### src/rtl/multicycle_control_unit.sv
// Multi-cycle RISC-V control FSM: sequences FETCH/DECODE/EXEC/MEM/WB, a fixed-latency MUL path and a sticky TRAP.
// Outputs depend on the state and the class latched in DECODE; only ir_write and the store pc_write also follow their handshake input.
module multicycle_control_unit #(
    parameter int MUL_LATENCY = 4,
    parameter bit ENABLE_MUL  = 1'b1,
    parameter int CNT_W       = 3
) (
    input  logic       clk,
    input  logic       arst_n,
    input  logic       instr_valid,
    input  logic [6:0] opcode,
    input  logic [6:0] funct7,
    input  logic       mem_ready,
    output logic       ir_write,
    output logic       pc_write,
    output logic [1:0] alu_op,
    output logic       alu_src,
    output logic       branch,
    output logic       jump,
    output logic       mem_read,
    output logic       mem_write,
    output logic       mem_2_reg,
    output logic       mul_en,
    output logic       mul_sel,
    output logic       reg_write,
    output logic       illegal
);

    localparam logic [6:0] OP_ALU_R  = 7'b0110011;
    localparam logic [6:0] OP_ALU_I  = 7'b0010011;
    localparam logic [6:0] OP_BEQ    = 7'b1100011;
    localparam logic [6:0] OP_JUMP   = 7'b1101111;
    localparam logic [6:0] OP_LOAD   = 7'b0000011;
    localparam logic [6:0] OP_STORE  = 7'b0100011;
    localparam logic [6:0] F7_MUL    = 7'b0000001;

    localparam logic [CNT_W-1:0] MUL_LAST = CNT_W'(MUL_LATENCY - 1);

    localparam logic [1:0] ALU_ADD = 2'b00;
    localparam logic [1:0] ALU_SUB = 2'b01;
    localparam logic [1:0] ALU_R   = 2'b10;

    typedef enum logic [2:0] {
        S_FETCH,
        S_DECODE,
        S_EXEC,
        S_MEM,
        S_WB,
        S_MUL,
        S_TRAP
    } state_t;

    // C_NONE doubles as "unsupported" so the reset value of the class register is harmless.
    typedef enum logic [2:0] {
        C_NONE,
        C_ALU_R,
        C_ALU_I,
        C_BEQ,
        C_JUMP,
        C_LOAD,
        C_STORE,
        C_MUL
    } class_t;

    state_t           r_state;
    state_t           w_nextState;
    class_t           r_class;
    class_t           w_decClass;
    logic [CNT_W-1:0] r_mulCnt;
    logic             r_illegal;
    logic             w_mulDone;

    assign w_mulDone = (r_mulCnt == MUL_LAST);

    always_comb begin
        w_decClass = C_NONE;
        case (opcode)
            OP_ALU_R: begin
                if (funct7 == F7_MUL) begin
                    w_decClass = ENABLE_MUL ? C_MUL : C_NONE;
                end else begin
                    w_decClass = C_ALU_R;
                end
            end
            OP_ALU_I: w_decClass = C_ALU_I;
            OP_BEQ:   w_decClass = C_BEQ;
            OP_JUMP:  w_decClass = C_JUMP;
            OP_LOAD:  w_decClass = C_LOAD;
            OP_STORE: w_decClass = C_STORE;
            default:  w_decClass = C_NONE;
        endcase
    end

    always_comb begin
        w_nextState = r_state;
        case (r_state)
            S_FETCH: begin
                if (instr_valid) begin
                    w_nextState = S_DECODE;
                end
            end
            S_DECODE: begin
                case (w_decClass)
                    C_MUL:   w_nextState = S_MUL;
                    C_NONE:  w_nextState = S_TRAP;
                    default: w_nextState = S_EXEC;
                endcase
            end
            S_EXEC: begin
                if (r_class == C_LOAD || r_class == C_STORE) begin
                    w_nextState = S_MEM;
                end else begin
                    w_nextState = S_FETCH;
                end
            end
            S_MEM: begin
                if (mem_ready) begin
                    w_nextState = (r_class == C_LOAD) ? S_WB : S_FETCH;
                end
            end
            S_WB: w_nextState = S_FETCH;
            S_MUL: begin
                if (w_mulDone) begin
                    w_nextState = S_FETCH;
                end
            end
            S_TRAP:  w_nextState = S_TRAP;
            default: w_nextState = S_FETCH;
        endcase
    end

    // The MUL counter idles at zero, so entering MUL from DECODE always starts a fresh count.
    always_ff @(posedge clk or negedge arst_n) begin
        if (!arst_n) begin
            r_state   <= S_FETCH;
            r_class   <= C_NONE;
            r_mulCnt  <= '0;
            r_illegal <= 1'b0;
        end else begin
            r_state <= w_nextState;
            if (r_state == S_DECODE) begin
                r_class <= w_decClass;
            end
            if (r_state == S_MUL && !w_mulDone) begin
                r_mulCnt <= r_mulCnt + CNT_W'(1);
            end else begin
                r_mulCnt <= '0;
            end
            if (r_state == S_DECODE && w_nextState == S_TRAP) begin
                r_illegal <= 1'b1;
            end
        end
    end

    always_comb begin
        ir_write  = 1'b0;
        pc_write  = 1'b0;
        alu_op    = ALU_ADD;
        alu_src   = 1'b0;
        branch    = 1'b0;
        jump      = 1'b0;
        mem_read  = 1'b0;
        mem_write = 1'b0;
        mem_2_reg = 1'b0;
        mul_en    = 1'b0;
        mul_sel   = 1'b0;
        reg_write = 1'b0;
        illegal   = r_illegal;
        case (r_state)
            S_FETCH: ir_write = instr_valid;
            S_EXEC: begin
                case (r_class)
                    C_ALU_R: begin
                        alu_op    = ALU_R;
                        reg_write = 1'b1;
                        pc_write  = 1'b1;
                    end
                    C_ALU_I: begin
                        alu_src   = 1'b1;
                        reg_write = 1'b1;
                        pc_write  = 1'b1;
                    end
                    C_BEQ: begin
                        alu_op   = ALU_SUB;
                        branch   = 1'b1;
                        pc_write = 1'b1;
                    end
                    C_JUMP: begin
                        jump     = 1'b1;
                        pc_write = 1'b1;
                    end
                    C_LOAD, C_STORE: alu_src = 1'b1;
                    default: ;
                endcase
            end
            // A store retires in its last MEM cycle; a load retires in WB.
            S_MEM: begin
                alu_src   = 1'b1;
                mem_read  = (r_class == C_LOAD);
                mem_write = (r_class == C_STORE);
                pc_write  = (r_class == C_STORE) && mem_ready;
            end
            S_WB: begin
                mem_2_reg = 1'b1;
                reg_write = 1'b1;
                pc_write  = 1'b1;
            end
            S_MUL: begin
                mul_en    = 1'b1;
                mul_sel   = w_mulDone;
                reg_write = w_mulDone;
                pc_write  = w_mulDone;
            end
            default: ;
        endcase
    end

endmodule

### config.mk
export PLATFORM = sky130hd
export DESIGN_NAME = multicycle_control_unit
export DESIGN_NICKNAME = d
export VERILOG_FILES = /design/src/rtl/multicycle_control_unit.sv
export SDC_FILE = /design/constraint.sdc
export NUM_CORES = 1
export LEC_CHECK = 0
export ABC_CLOCK_PERIOD_IN_PS = 1910
export BUFFER_PORTS_ARGS = -buffer_cell sky130_fd_sc_hd__buf_4
export CAP_MARGIN = 20
export CORE_MARGIN = 2
export CORE_UTILIZATION = 40
export CTS_BUF_LIST = sky130_fd_sc_hd__clkbuf_8
export CTS_CLUSTER_DIAMETER = 150
export DETAILED_ROUTE_END_ITERATION = 16
export GPL_ROUTABILITY_DRIVEN = 1
export GPL_TIMING_DRIVEN = 0
export PLACE_DENSITY = 0.72
export SLEW_MARGIN = 30
export SYNTH_ARGS = -nofsm -noshare
export SYNTH_HDL_FRONTEND = slang
export SYNTH_SLANG_ARGS = --single-unit
### constraint.sdc
create_clock -name clk -period 1.91 [get_ports clk]
set_input_delay 0.382 -clock clk [delete_from_list [all_inputs] [get_ports clk]]
set_output_delay 0.382 -clock clk [all_outputs]
set_load 0.02 [all_outputs]
### Word level (Yosys, flattened, before mapping)

Cells that the tools add are included.

* flip-flop bits (word level): 10
* output and inout port bits: 14
* logic and storage cells: 65

* add/sub/neg operators: 1
* eq/ne operators: 22
* multiplexer cells: 28
* reductions and logical operators: 10

Operator list (number)
* case mux 3 bit (6 select lines): 2
* equality test 3 bit, second input constant: 8
* two-way mux 3 bit: 6
* equality test 3 x 2 -> 1 bit, second input constant: 5
* equality test 7 x 6 -> 1 bit, second input constant: 2
* equality test 7 bit, second input constant: 2
* two-way mux 1 bit: 13
* equality test 7 x 1 -> 1 bit, second input constant: 1
* equality test 7 x 2 -> 1 bit, second input constant: 1
* equality test 7 x 5 -> 1 bit, second input constant: 1
* equality test 3 x 1 -> 1 bit, second input constant: 2
* logical NOT 3 bit: 2
* case mux 3 bit (2 select lines): 1
* two-way mux 2 bit: 2
* case mux 1 bit (4 select lines): 1
* case mux 2 bit (2 select lines): 1
* OR reduction 4 bit: 1
* adder 3 x 1 -> 3 bit, second input constant: 1
* logical AND 1 bit: 3
* case mux 1 bit (3 select lines): 1
* OR reduction 3 bit: 1
* case mux 1 bit (2 select lines): 1
* OR reduction 2 bit: 1
* logical NOT 1 bit: 1
* logical OR 1 bit: 1

### Logic depth before layout (Yosys ltp)

* word-level depth: 8
* gate-level depth with buffers: 5

### Worst setup path after synthesis

No wires, ideal clock.

* kind: register to output
* start: register r_state[2]
* end: output alu_op[0]
* arrival time: 1.681 ns
* data required time: 1.528 ns
* slack: -0.153 ns
* cell stages (with the launch flop): 6
* buffers on the path: 2
* path through: dfrtp_1 > clkbuf_1 > and2b_1 > nand2_1 > nor3_1 > buf_4

* longest elaborated chain between the ends: 2

RTL lines
* start: declaration: line 65 `state_t r_state;`
* start signal: assignment: line 140 `r_state <= w_nextState;`
* equality test 3 x 2 -> 1 bit: line 169 `case (r_state)`
* two-way mux 2 bit: line 169
* end: declaration: line 16 `output logic [1:0] alu_op,`

No other way between the ends.

### Worst setup path in the final report

* start: register r_mulCnt[0]
* end: output pc_write

* longest elaborated chain between the ends: 2

RTL lines
* start: declaration: line 69 `logic [CNT_W-1:0] r_mulCnt;`
* start signal: assignment: line 145 `r_mulCnt <= r_mulCnt + CNT_W'(1);`
* equality test 3 x 2 -> 1 bit: line 73 `assign w_mulDone = (r_mulCnt == MUL_LAST);`
* case mux 1 bit (4 select lines): line 169
* end: declaration: line 15 `output logic pc_write,`

No other way between the ends.

==> impl_metrics.json <==
{
  "start_util_pct": 43.2,
  "synthFlopType": "dfrtp_1",
  "yosysWarnings": 0,
  "wl_per_cell_um": 13.2,
  "final_nets": 154,
  "cp_slowest_stage_delay_ns": 0.42,
  "reg2reg_depth": 4,
  "rr_startpoint": "r_state[2]",
  "regArea_sq_um": 253,
  "avgSynthCellArea_sq_um": 8.03,
  "cts_tree": "done",
  "netlist_instances": 94,
  "synth.most_common_cell": "dfrtp_1",
  "cp.buffers_inverters": 1,
  "p_sw_uw": 489,
  "synth_top_cells_by_area": "dfrtp_1 33%, o21ai_0 5.3%, nand2b_1 5.0%",
  "start_kind": "flop",
  "io_pins": 32,
  "clkPwrFrac_pct": 22.8,
  "power_frac_seq_pct": 27.6,
  "crit_required_ns": 1.53,
  "worstHoldPathType": "flop to flop",
  "cp_max_fo": 3,
  "ir_worst_vdd_uv": 480,
  "grt_max_degree": 11,
  "hold_depth": 1,
  "std_cell_rows": 15,
  "path_class": "flop to primary output",
  "placedCellCount": 150,
  "clock-sinks": 10,
  "core_area_sq_mm": 0.00175,
  "nFillCells": 161,
  "end_kind": "primary output",
  "worstPathCellList": "ha_4 > ha_4 > and3_4 > a31oi_1 > o21ai_1 > buf_4",
  "synth_top_family_by_area": "simple AND/OR/NAND/NOR gates",
  "diodes": 0,
  "status": "complete, but fails checks",
  "dieArea_sq_mm": 0.00225,
  "first_global_vias": 751,
  "rsz0062_at_grt": "yes",
  "antenna_found_initial": 0,
  "drt_iter0_drc": 14,
  "cpMostUsedCell": "ha_4",
  "yosysTopAreaCell": "dfrtp_1",
  "period_needed_ns": 1.91,
  "finClkSkew_ns": 0.00448,
  "synth_top_area_share_pct": 33.2,
  "setup-violations-final": 1,
  "synth_common_cells": "10 x dfrtp_1, 8 x inv_1, 8 x o21ai_0",
  "synth-edff-count": 0,
  "syn_nets": 114,
  "synth_compound_area_share_pct": 21.7,
  "ys_types": 37,
  "die_h_um": 47.4,
  "p_leak_nw": 0.504,
  "crit_family": "flip-flops",
  "worst_slew_pin_slew_ns": 0.543,
  "area_growth_pct": 53.4,
  "grt_overflow": 0,
  "port_buffers": 31,
  "powerDensity_mw_per_mm2": 1030,
  "clkTransAtPathRegs_ns": 0.05,
  "multiInputGateArea_sq_um": 498,
  "layout.cells.non_filler": 158,
  "drv_cap": 0,
  "grt_use_total_pct": 20.1,
  "tns_ns": -0.00143,
  "hold_path_end": "illegal",
  "wl_um": 2090,
  "p_int_uw": 699,
  "slowest_stage": "dfrtp_1",
  "gp_congestion": 0.756,
  "fin_crit_sh_pct": 100,
  "cp_data_arrival_time_ns": 1.53,
  "totalPowerFinal_mw": 1.19,
  "synth.area.mux_share_pct": 0,
  "power_frac_comb_pct": 49.6,
  "place_area_sq_mm": 0.00102,
  "dp_hpwl_um": 1500,
  "ant_nets": 0,
  "drc": 0,
  "vias": 858,
  "fin_area_sq_mm": 0.00116,
  "grt_pass1_wl_um": 3080,
  "die_x_um": 47.4,
  "yosys.area_share.simple_pct": 32.8,
  "r2r-end": "r_state[2]",
  "cts_inserted_buffers": 3,
  "cts_max_path_buffers": 2,
  "root_buffer": "clkbuf_8",
  "maxSlewViolCount": 0,
  "synth-seq-cells": 10,
  "routed_via_density": 5.43,
  "layout-drive-gt1-share_pct": 40.6,
  "min_from": "illegal",
  "synth_seq_area_share_pct": 33.2,
  "cts_max_level": 1,
  "clk-insertion-delay-late_ns": 0.24,
  "r2r_slack_ns": 0.36,
  "fmax_ghz": 0.523,
  "final_hold_viol_count": 0,
  "slew_headroom_pct": 63.6,
  "async_flop_share_pct": 100,
  "p_sw_share_pct": 41.1,
  "fin_ws_ns": -0.00143,
  "syn_area_sq_um": 754,
  "violations": "negative setup slack",
  "synthXorXnorAreaFrac_pct": 2.32,
  "first_pass_iters": 4,
  "synthAdderAreaFrac_pct": 3.32
}
-- logic make-up after synthesis --
group           after synthesis
flops                        10
fa+ha+maj                     2
simple gates                 43
buf+inv                      12
xor+xnor                      2
compound gates               25
-- per-layer routing --
layer / wire length [um] / global-route usage, % / part of all wire, % / vias up
li1: - / - / - / 420
met1: 857 / 21.5 / 41 / 400
met2: 1070 / 36.8 / 51 / 31
met3: 80 / 2.26 / 3.8 / 7
met4: 85 / 13.3 / 4.1 / 0
met5: 0 / 0 / 0 / -
-- power groups by stage --
stage	logic (mW)	registers [mW]	clock network, mW
6_report	0.590	0.327	0.271
5_1_grt	0.646	0.339	0.289
4_1_cts	0.546	0.322	0.277
3_5_place_dp	0.531	0.309	0
3_3_place_gp	0.521	0.305	0
2_1_floorplan	0.359	0.297	0
-- cell usage in the layout, fill, tap and decap left out, types with 2 or more instances in the layout --
cell type	n
o2111ai_1	2
inv_1	8
a21oi_1	4
nand2b_1	6
nor2b_1	2
o21ai_0	7
o22ai_1	2
buf_4	36
dfrtp_1	8
nor3_1	4
a31oi_1	2
nand2_1	6
ha_4	2
or3_1	2
dfrtp_2	2
nand3b_1	2
nand4_1	2
nor2_1	6
nand3_1	2
clkbuf_8	4
nor3_2	2
-- through the flow --
step                hold WS [ns]  worst slack, ns  util, %
detailed placement         0.217           0.0732     58.6
finish                     0.471         -0.00143     66.3
CTS                        0.447          0.00846     64.4
floorplan                 0.0864           0.0225        -
global placement           0.215           0.0854     58.6
global route               0.490          -0.0664     66.3
-- registers in the layout, summed over array words and instances (netlist names) --
register,count
illegal,1
r_class,3
r_mulCnt,3
r_state,3
-- worst register-to-register path, cell delays in order (launching register included) --
cell and delay (ns):
dfrtp_2 0.44, buf_4 0.15, nor3_2 0.48, o2111ai_1 0.26, o2111ai_1 0.14
-- worst max-delay path by stage --
stage / startpoint / to / slack (ns) / cells past startpoint
after floorplan: r_state[2] / reg_write / 0.02 / 4
after detailed placement: r_state[2] / reg_write / 0.07 / 5
after global placement: r_state[2] / reg_write / 0.09 / 5
after global routing: r_mulCnt[0] / pc_write / -0.07 / 6
final: r_mulCnt[0] / pc_write / -0.001 / 6
after CTS: r_mulCnt[0] / pc_write / 0.008 / 6
-- area by class of cell --
class,instances,share of cell area [%]
multi-input combinational,72,43.0
clock buffer,4,4.76
timing repair buffer,36,23.6
inverter,8,2.59
buffer,3,1.51
tap,25,2.70
sequential,10,21.8
-- repair_timing --
item | in CTS | in global routing
endpoints found under the setup margin | 8 | 4
pin swaps | 2 | 0
endpoints found under the hold margin | 10 | 0
resized for setup | 8 | 4
setup buffers | 2 | 2
hold buffers | 1 | 0
(Power assumes the default switching activity.)
